==> src/rtl/redmule_tile_iter.sv <==
// Tile iteration sequencer: walks (m, n, k) tile indices with k innermost and
// hands one tile descriptor at a time to the consumer over a valid/ready handshake.
module redmule_tile_iter #(
    parameter int unsigned ITER_W = 16
) (
    input  logic              clk_i,
    input  logic              rst_ni,
    input  logic              clear_i,
    input  logic              start_i,
    input  logic [ITER_W-1:0] m_iters_i,
    input  logic [ITER_W-1:0] k_iters_i,
    input  logic [ITER_W-1:0] n_iters_i,
    output logic              tile_valid_o,
    input  logic              tile_ready_i,
    output logic [ITER_W-1:0] m_idx_o,
    output logic [ITER_W-1:0] n_idx_o,
    output logic [ITER_W-1:0] k_idx_o,
    output logic              first_k_o,
    output logic              last_k_o,
    output logic              last_n_o,
    output logic              last_m_o,
    output logic              store_o,
    output logic              busy_o,
    output logic              done_o
);

    // Handshake: a tile is transferred on any rising edge where tile_valid_o and
    // tile_ready_i are both high; while valid is high and ready is low, every
    // descriptor output holds its value. valid never drops without a transfer
    // except on reset or clear.

    typedef enum logic [1:0] {
        IDLE = 2'd0,
        RUN  = 2'd1,
        DONE = 2'd2
    } state_e;

    localparam logic [ITER_W-1:0] ONE = {{(ITER_W-1){1'b0}}, 1'b1};

    state_e            state_q, state_d;
    logic [ITER_W-1:0] m_cnt_q, k_cnt_q, n_cnt_q;
    logic [ITER_W-1:0] m_idx_q, n_idx_q, k_idx_q;
    logic              counts_ok;
    logic              at_last_k, at_last_n, at_last_m;
    logic              accept, job_last;

    assign counts_ok = (|m_iters_i) & (|k_iters_i) & (|n_iters_i);

    // Compare against count-1 so a count of all ones never needs an extra bit.
    assign at_last_k = (k_idx_q == k_cnt_q - ONE);
    assign at_last_n = (n_idx_q == n_cnt_q - ONE);
    assign at_last_m = (m_idx_q == m_cnt_q - ONE);

    assign accept   = (state_q == RUN) & tile_ready_i;
    assign job_last = at_last_k & at_last_n & at_last_m;

    // State register
    always_ff @(posedge clk_i or negedge rst_ni) begin
        if (!rst_ni) begin
            state_q <= IDLE;
        end else if (clear_i) begin
            state_q <= IDLE;
        end else begin
            state_q <= state_d;
        end
    end

    // Next-state logic
    always_comb begin
        state_d = state_q;
        case (state_q)
            IDLE: begin
                if (start_i) begin
                    state_d = counts_ok ? RUN : DONE;
                end
            end
            RUN: begin
                if (accept && job_last) begin
                    state_d = DONE;
                end
            end
            DONE:    state_d = IDLE;
            default: state_d = IDLE;
        endcase
    end

    // Latched counts and tile indices
    always_ff @(posedge clk_i or negedge rst_ni) begin
        if (!rst_ni) begin
            m_cnt_q <= '0;
            k_cnt_q <= '0;
            n_cnt_q <= '0;
            m_idx_q <= '0;
            n_idx_q <= '0;
            k_idx_q <= '0;
        end else if (clear_i) begin
            m_cnt_q <= '0;
            k_cnt_q <= '0;
            n_cnt_q <= '0;
            m_idx_q <= '0;
            n_idx_q <= '0;
            k_idx_q <= '0;
        end else if (state_q == IDLE && start_i) begin
            m_cnt_q <= m_iters_i;
            k_cnt_q <= k_iters_i;
            n_cnt_q <= n_iters_i;
            m_idx_q <= '0;
            n_idx_q <= '0;
            k_idx_q <= '0;
        end else if (accept) begin
            if (!at_last_k) begin
                k_idx_q <= k_idx_q + ONE;
            end else begin
                k_idx_q <= '0;
                if (!at_last_n) begin
                    n_idx_q <= n_idx_q + ONE;
                end else begin
                    n_idx_q <= '0;
                    // The final tile wraps m too, leaving all indices at zero.
                    m_idx_q <= at_last_m ? '0 : m_idx_q + ONE;
                end
            end
        end
    end

    // Output logic
    always_comb begin
        tile_valid_o = 1'b0;
        first_k_o    = 1'b0;
        last_k_o     = 1'b0;
        last_n_o     = 1'b0;
        last_m_o     = 1'b0;
        store_o      = 1'b0;
        busy_o       = 1'b0;
        done_o       = 1'b0;
        m_idx_o      = m_idx_q;
        n_idx_o      = n_idx_q;
        k_idx_o      = k_idx_q;
        case (state_q)
            RUN: begin
                tile_valid_o = 1'b1;
                first_k_o    = (k_idx_q == '0);
                last_k_o     = at_last_k;
                last_n_o     = at_last_n;
                last_m_o     = at_last_m;
                store_o      = at_last_k;
                busy_o       = 1'b1;
            end
            DONE: begin
                busy_o = 1'b1;
                done_o = 1'b1;
            end
            default: ;
        endcase
    end

endmodule

==> config.mk <==
export PLATFORM = sky130hd
export DESIGN_NAME = redmule_tile_iter
export DESIGN_NICKNAME = d
export VERILOG_FILES = /design/src/rtl/redmule_tile_iter.sv
export SDC_FILE = /design/constraint.sdc
export NUM_CORES = 1
export LEC_CHECK = 0
export ABC_AREA = 1
export CORE_AREA = 2 2 150 123
export CTS_BUF_LIST = sky130_fd_sc_hd__clkbuf_16
export CTS_CLUSTER_DIAMETER = 80
export DETAILED_ROUTE_END_ITERATION = 12
export DIE_AREA = 0 0 152 125
export GPL_TIMING_DRIVEN = 0
export PLACE_DENSITY = 0.64
export REMOVE_ABC_BUFFERS = 1
export SLEW_MARGIN = 30
export SYNTH_ARGS = -nofsm -noshare
export SYNTH_HDL_FRONTEND = slang
export SYNTH_SLANG_ARGS = --single-unit
==> constraint.sdc <==
create_clock -name clk_i -period 2.9 [get_ports clk_i]
set_clock_uncertainty 0.15 [all_clocks]
set_input_delay 0.58 -clock clk_i [delete_from_list [all_inputs] [get_ports clk_i]]
set_output_delay 0.58 -clock clk_i [all_outputs]
set_load 0.1 [all_outputs]
==> results of run 1 <==
-- registers in the layout, summed over array words and instances (netlist names) --
name and flops:
state_q 2, m_idx_o 16, k_cnt_q 16, m_cnt_q 16
k_idx_o 16, n_idx_o 16, n_cnt_q 16
-- layout make-up --
| cell class | instances | area [um^2] |
|---|---|---|
| fill | 1741 | 8320 |
| multi-input combinational | 773 | 4350 |
| sequential | 98 | 2460 |
| timing repair buffer | 139 | 1390 |
| inverter | 158 | 601 |
| tap | 230 | 288 |
| clock buffer | 9 | 225 |
| clock inverter | 7 | 46.3 |
-- cells by family (layout without fill, tap and decap cells) --
| family | Yosys count | after routing | synth area share (%) |
|---|---|---|---|
| multiplexers | 1 | 1 | 0.139 |
| buffers and inverters | 183 | 313 | 10.0 |
| flip-flops | 98 | 98 | 34.0 |
| AND/OR/NAND/NOR | 583 | 584 | 36.3 |
| XOR/XNOR | 83 | 83 | 10.1 |
| adder cells (fa/ha/maj) | 10 | 10 | 1.74 |
| AO/OA/AOI/OAI | 95 | 95 | 7.76 |
-- worst max-delay path, stage by stage (launching register included) --
cell and delay (ns):
dfrtp_1 0.39, inv_2 0.11, ha_4 0.19, nand2_8 0.07, nor2_4 0.13, buf_6 0.12, nand2_4 0.05, nand3_2 0.08
nand2_2 0.06, nor2_2 0.11, nand3_2 0.10, nor2_4 0.17, inv_2 0.07, nor2_4 0.17, buf_12 0.20
-- layer usage --
| metal | vias up | track usage (%) | wire length (um) |
|---|---|---|---|
| met2 | 230 | 35.4 | 9650 |
| met5 | - | 0 | 0 |
| met3 | 23 | 3.88 | 1170 |
| li1 | 3621 | - | - |
| met4 | 0 | 6.32 | 322 |
| met1 | 3361 | 33.6 | 10600 |
-- worst paths after layout --
check | startpoint | endpoint | slack (ns) | depth (start not counted)
min in group asynchronous | rst_ni | n_idx_o[3] | 0.53 | 2
max in group asynchronous | rst_ni | m_idx_o[0] | 1.42 | 3
max reg2reg | n_cnt_q[0] | m_idx_o[11] | 0.27 | 12
min reg2reg | m_cnt_q[15] | m_cnt_q[15] | 0.35 | 2
max | k_cnt_q[0] | store_o | -0.21 | 14
min | m_cnt_q[15] | m_cnt_q[15] | 0.35 | 2
-- synth_stat cells, types with 5 or more instances --
library cell,count
nor3_1,16
nor4_1,17
nand3b_1,8
clkbuf_1,16
dfrtp_1,98
o21ai_1,5
nor2_2,6
nand2_1,266
nor2_1,135
xor2_1,65
nand3_1,81
o21ai_0,38
o22ai_1,40
inv_1,153
ha_1,10
xnor2_1,18
nand4_1,25
-- metrics by stage --
stage,setup TNS (ns),area (um^2),worst slack [ns],hold WS (ns),power [uW]
final,-0.608,9350,-0.211,0.346,4560
after global routing,-1.10,9350,-0.325,0.386,4850
after CTS,-0.609,9150,-0.206,0.349,4470
after detailed placement,-66.54,8480,-1.35,0.335,3150
after global placement,-360.16,8450,-2.90,0.324,3130
after floorplan,-9.42,7080,-2.25,0.134,2710
-- what timing repair did --
action | CTS | global route
hold buffers | 1 | 0
setup buffers | 20 | 9
gates cloned | 1 | 0
gates resized for setup | 104 | 46
hold endpoints to repair | 31 | 0
endpoints found under the setup margin | 55 | 74
pin swaps | 21 | 22
-- where the power goes --
| part | switching (uW) | internal (uW) |
|---|---|---|
| Sequential | 108 | 1450 |
| Clock | 572 | 580 |
| Combinational | 1190 | 666 |
| Total | 1870 | 2690 |
==> results.py, run 1 <==
metrics = {
    "run_status": {
        "status": "finished, violations left",
        "violations": "negative setup slack",
    },
    "clocking": {
        "cts_buffers": 9,
        "cts_max_path_buffers": 2,
        "cts_sinks": 98,
        "path_clk_slew_ns": 0.07,
        "root_buffer": "clkbuf_16",
        "cts_tree": "built",
        "h-tree-depth": 3,
        "clk_latency_ns": 0.36,
    },
    "drt": {
        "viasPerCell": 5.12,
        "dr.pass1.iters": 5,
        "drt_iter0_drc": 480,
        "ant_nets": 0,
        "wl_per_cell_um": 15.4,
        "finalWirelength_um": 21800,
        "vias": 7235,
        "drc": 0,
    },
    "yosys": {
        "synth_edf_count": 0,
        "synth.avg_cell_area_um2": 6.85,
        "synth-seq-cells": 98,
        "yosysTopAreaCell": "dfrtp_1",
        "synth_cells": 1053,
        "synth_warnings": 0,
        "synth-main-ff-cell": "dfrtp_1",
        "seq_area_frac_synth_pct": 34.0,
        "synth-async-reset-ratio_pct": 100,
        "synthTopCellsByArea": "dfrtp_1 34%, nand2_1 14%, inv_1 8.0%, xor2_1 7.9%, nor2_1 7.0%",
        "synth_top_area_share_pct": 34.0,
        "netlist_area_mm2": 0.00721,
        "synthDistinctLibCells": 42,
    },
    "setup_path": {
        "crit_path_max_fanout": 5,
        "worstSetupPathType": "reg2out",
        "cp-start-kind": "flip-flop",
        "crit_path_end_kind": "output port",
        "cp.arrival_ns": 2.38,
        "cp.required_ns": 2.17,
    },
    "finish": {
        "fin_util_pct": 52.9,
        "drive_above_1_share_pct": 13.9,
        "antennaDiodeCount": 0,
        "syn2layout_area_growth_pct": 29.7,
        "final_common_cell": "nand2_1",
        "mostFrequentLayoutCells": "251 x nand2_1, 142 x inv_1, 100 x nor2_1",
        "nets": 1242,
        "instances_no_fill": 1414,
    },
    "timing": {
        "fmax_mhz": 321,
        "min_period_ns": 3.11,
        "finalMaxSlewViolations": 0,
        "setup_violations": 4,
        "relSlewSlack_pct": 34.2,
        "fin_ws_ns": -0.211,
        "rsz0062_at_grt": "true",
        "timing.final.crit_share_pct": 107,
        "worst_slew_pin_slew_ns": 0.984,
        "hold_violations": 0,
    },
    "grt": {
        "grt_max_degree": 68,
        "grt_usage_pct": 23.0,
        "grt_pass1_vias": 6844,
        "grt_pass1_wl_um": 35500,
        "grt-ovfl-total": 0,
        "antenna_found_initial": 0,
    },
    "die": {
        "core-area_mm2": 0.0177,
        "dieArea_mm2": 0.0190,
        "start_util_pct": 40.8,
        "fp-row-count": 44,
        "io_pins": 109,
        "die_h_um": 125,
        "die_w_um": 152,
    },
    "pwr": {
        "powerDensity_mw_per_mm2": 488,
        "leakage_uw": 0.00451,
        "irDropWorstVdd_v": 0.000313,
    },
    "placement": {
        "dp.cells": 1367,
        "hpwlAfterDp_um": 16100,
        "gp_congestion": 0.944,
        "port-buffer-count": 108,
    },
    "flow_run": {
        "cap_violations": 0,
    },
    "worst_hold_path": {
        "min-delay-path-class": "reg2reg",
    },
}
Note: power is estimated with default switching activity, not from simulation.
==> run 2, diff against run 1 <==
--- a/config.mk
+++ b/config.mk
@@ -11,6 +11,7 @@
 export CTS_CLUSTER_DIAMETER = 80
 export DETAILED_ROUTE_END_ITERATION = 12
 export DIE_AREA = 0 0 152 125
+export GPL_ROUTABILITY_DRIVEN = 0
 export GPL_TIMING_DRIVEN = 0
 export PLACE_DENSITY = 0.64
 export REMOVE_ABC_BUFFERS = 1
==> run 2 against run 1 <==
Effect of this change:
- the flow finishes with violations (negative hold slack, negative setup slack)
- combinational power about the same
- routed wire length is 0.63% lower
- hold slack lost 0.35 ns
- first-iteration DRC count grew 7.1%
- global-route usage barely moved
- total power is 1.0% higher
- via count rose by 0.53%
- clock-buffer cell count did not move
- die area unchanged
- clock power rose by 4%
- sequential cell count unchanged
- critical endpoint unchanged
- highest routed layer unchanged
==> results.py, run 2 (synthesis gave the netlist of run 1 again) <==
metrics = {
    "run_status": {
        "status": "finished, violations left",
        "violations": "negative hold slack, negative setup slack",
    },
    "clocking": {
        "cts_sinks": 98,
        "cts_buffers": 9,
        "cts_hold_buf": 0,
        "clk_latency_ns": 0.36,
        "root_buffer": "clkbuf_16",
        "h-tree-depth": 3,
        "path_clk_slew_ns": 0.07,
        "cts_tree": "built",
        "cts_max_path_buffers": 2,
    },
    "drt": {
        "ant_nets": 0,
        "finalWirelength_um": 21600,
        "wl_per_cell_um": 15.3,
        "met2_length_um": 9790,
        "route.met3.wl_um": 1040,
        "drt_iter0_drc": 514,
        "viasPerCell": 5.14,
        "drt-met1-wl_um": 10500,
        "drc": 0,
        "dr.pass1.iters": 5,
        "vias": 7273,
        "top_layer": "met4",
    },
    "setup_path": {
        "startpoint": "k_cnt_q[2]",
        "ff2ff_setup_slack_ns": 0.20,
        "slowest_delay_ns": 0.46,
        "crit_path_max_fanout": 5,
        "cp.arrival_ns": 2.36,
        "crit_top_cell": "nor2_4",
        "crit_chain": "nor2_4 -> nand2_8 -> buf_6 -> nand2_2 -> nand2_2 -> nor2_1 -> nand3_1 -> nor2_2 -> nand3_2 -> nor2_4 -> inv_2 -> nor2_4 -> buf_12",
        "cp_num_buf_inv": 3,
        "cp-start-kind": "flip-flop",
        "setup.worst_path.end": "store_o",
        "reg2reg_to": "n_idx_o[1]",
        "critPathTopFamily": "simple AND/OR/NAND/NOR gates",
        "crit_path_end_kind": "output port",
        "crit_slowest_cell": "dfrtp_2",
        "worst-path-stages": 13,
        "cp.required_ns": 2.17,
        "rr_worst_depth": 13,
        "worst_r2r_startpoint": "state_q[0]",
        "worstSetupPathType": "reg2out",
    },
    "grt": {
        "grt_pass1_wl_um": 35400,
        "grt_usage_pct": 23.0,
        "antenna_found_initial": 0,
        "grt_pass1_vias": 6811,
        "grt-ovfl-total": 0,
        "grt_max_degree": 57,
    },
    "finish": {
        "mostFrequentLayoutCells": "246 x nand2_1, 143 x inv_1, 104 x nor2_1",
        "syn2layout_area_growth_pct": 30.1,
        "antennaDiodeCount": 0,
        "drive_above_1_share_pct": 14.0,
        "final_common_cell": "nand2_1",
        "nets": 1243,
        "fillers": 1716,
        "instances_no_fill": 1414,
    },
    "timing": {
        "worst_slew_pin_slew_ns": 0.987,
        "finalSetupTns_ns": -0.512,
        "setup_violations": 4,
        "fmax_mhz": 324,
        "rsz0062_at_grt": "true",
        "hold_violations": 3,
        "relSlewSlack_pct": 34.0,
        "timing.hold.ws_ns": -0.00333,
        "timing.final.crit_share_pct": 106,
        "min_period_ns": 3.09,
        "fin_ws_ns": -0.186,
        "finalMaxSlewViolations": 0,
    },
    "placement": {
        "port-buffer-count": 108,
        "dp.cells": 1367,
        "hpwlAfterDp_um": 16200,
    },
    "die": {
        "dieArea_mm2": 0.0190,
        "core-area_mm2": 0.0177,
        "fp-row-count": 44,
        "die_w_um": 152,
        "io_pins": 109,
        "die_h_um": 125,
        "start_util_pct": 40.8,
    },
    "worst_hold_path": {
        "min-delay-path-class": "in2async",
    },
    "pwr": {
        "powerDensity_mw_per_mm2": 492,
        "irDropWorstVdd_v": 0.000285,
        "leakage_uw": 0.00449,
    },
    "flow_run": {
        "cap_violations": 0,
    },
}
[run 2: worst min path at each step]
stage / from / to / slack, ns / cells after the start
final: rst_ni / n_cnt_q[1] / -0.003 / 1
after CTS: rst_ni / n_cnt_q[5] / 0.009 / 1
after global routing: rst_ni / n_cnt_q[1] / 0.02 / 1
after global placement: m_cnt_q[15] / m_cnt_q[15] / 0.32 / 2
after floorplan: rst_ni / k_cnt_q[0] / 0.13 / 0
after detailed placement: m_cnt_q[15] / m_cnt_q[15] / 0.33 / 2
[run 2: timing repair]
item,in CTS,in global routing
pin swaps,26,29
gates cloned,1,0
gates resized for setup,98,50
hold endpoints to repair,0,0
buffers inserted,20,11
setup endpoints to repair,55,74
[run 2: through the flow]
stage          hold slack (ns)  area, um^2  setup WS, ns  total power [uW]  utilization, %
2_1_floorplan            0.134        7080         -2.25              2710               -
3_3_place_gp             0.324        8450         -2.92              3130            47.8
3_5_place_dp             0.333        8480         -1.33              3150            48.0
4_1_cts                0.00870        9140        -0.206              4520            51.7
5_1_grt                 0.0206        9380        -0.334              4910            53.1
6_report              -0.00333        9380        -0.186              4610            53.1
[run 2: cell type report]
type	instances	area (um^2)	share of cell area, %
clock buffers	9	225	2.40
multi-input cells	773	4370	46.6
flip-flops and latches	98	2460	26.2
repair buffers	140	1390	14.8
well taps	230	288	3.07
inverters	158	598	6.38
clock inverters	6	58.8	0.627
[run 2: where the power goes]
part	switching (uW)	internal [uW]	leakage, uW
registers	106	1450	0.00134
logic	1190	669	0.00302
clock network	544	658	0.000135
total	1840	2770	0.00449
[run 2: layer usage]
metal / vias up / GRT usage [%]
met2: 180 / 36.1
met5: - / 0
met3: 22 / 3.85
met1: 3441 / 33.2
li1: 3630 / -
met4: 0 / 5.61
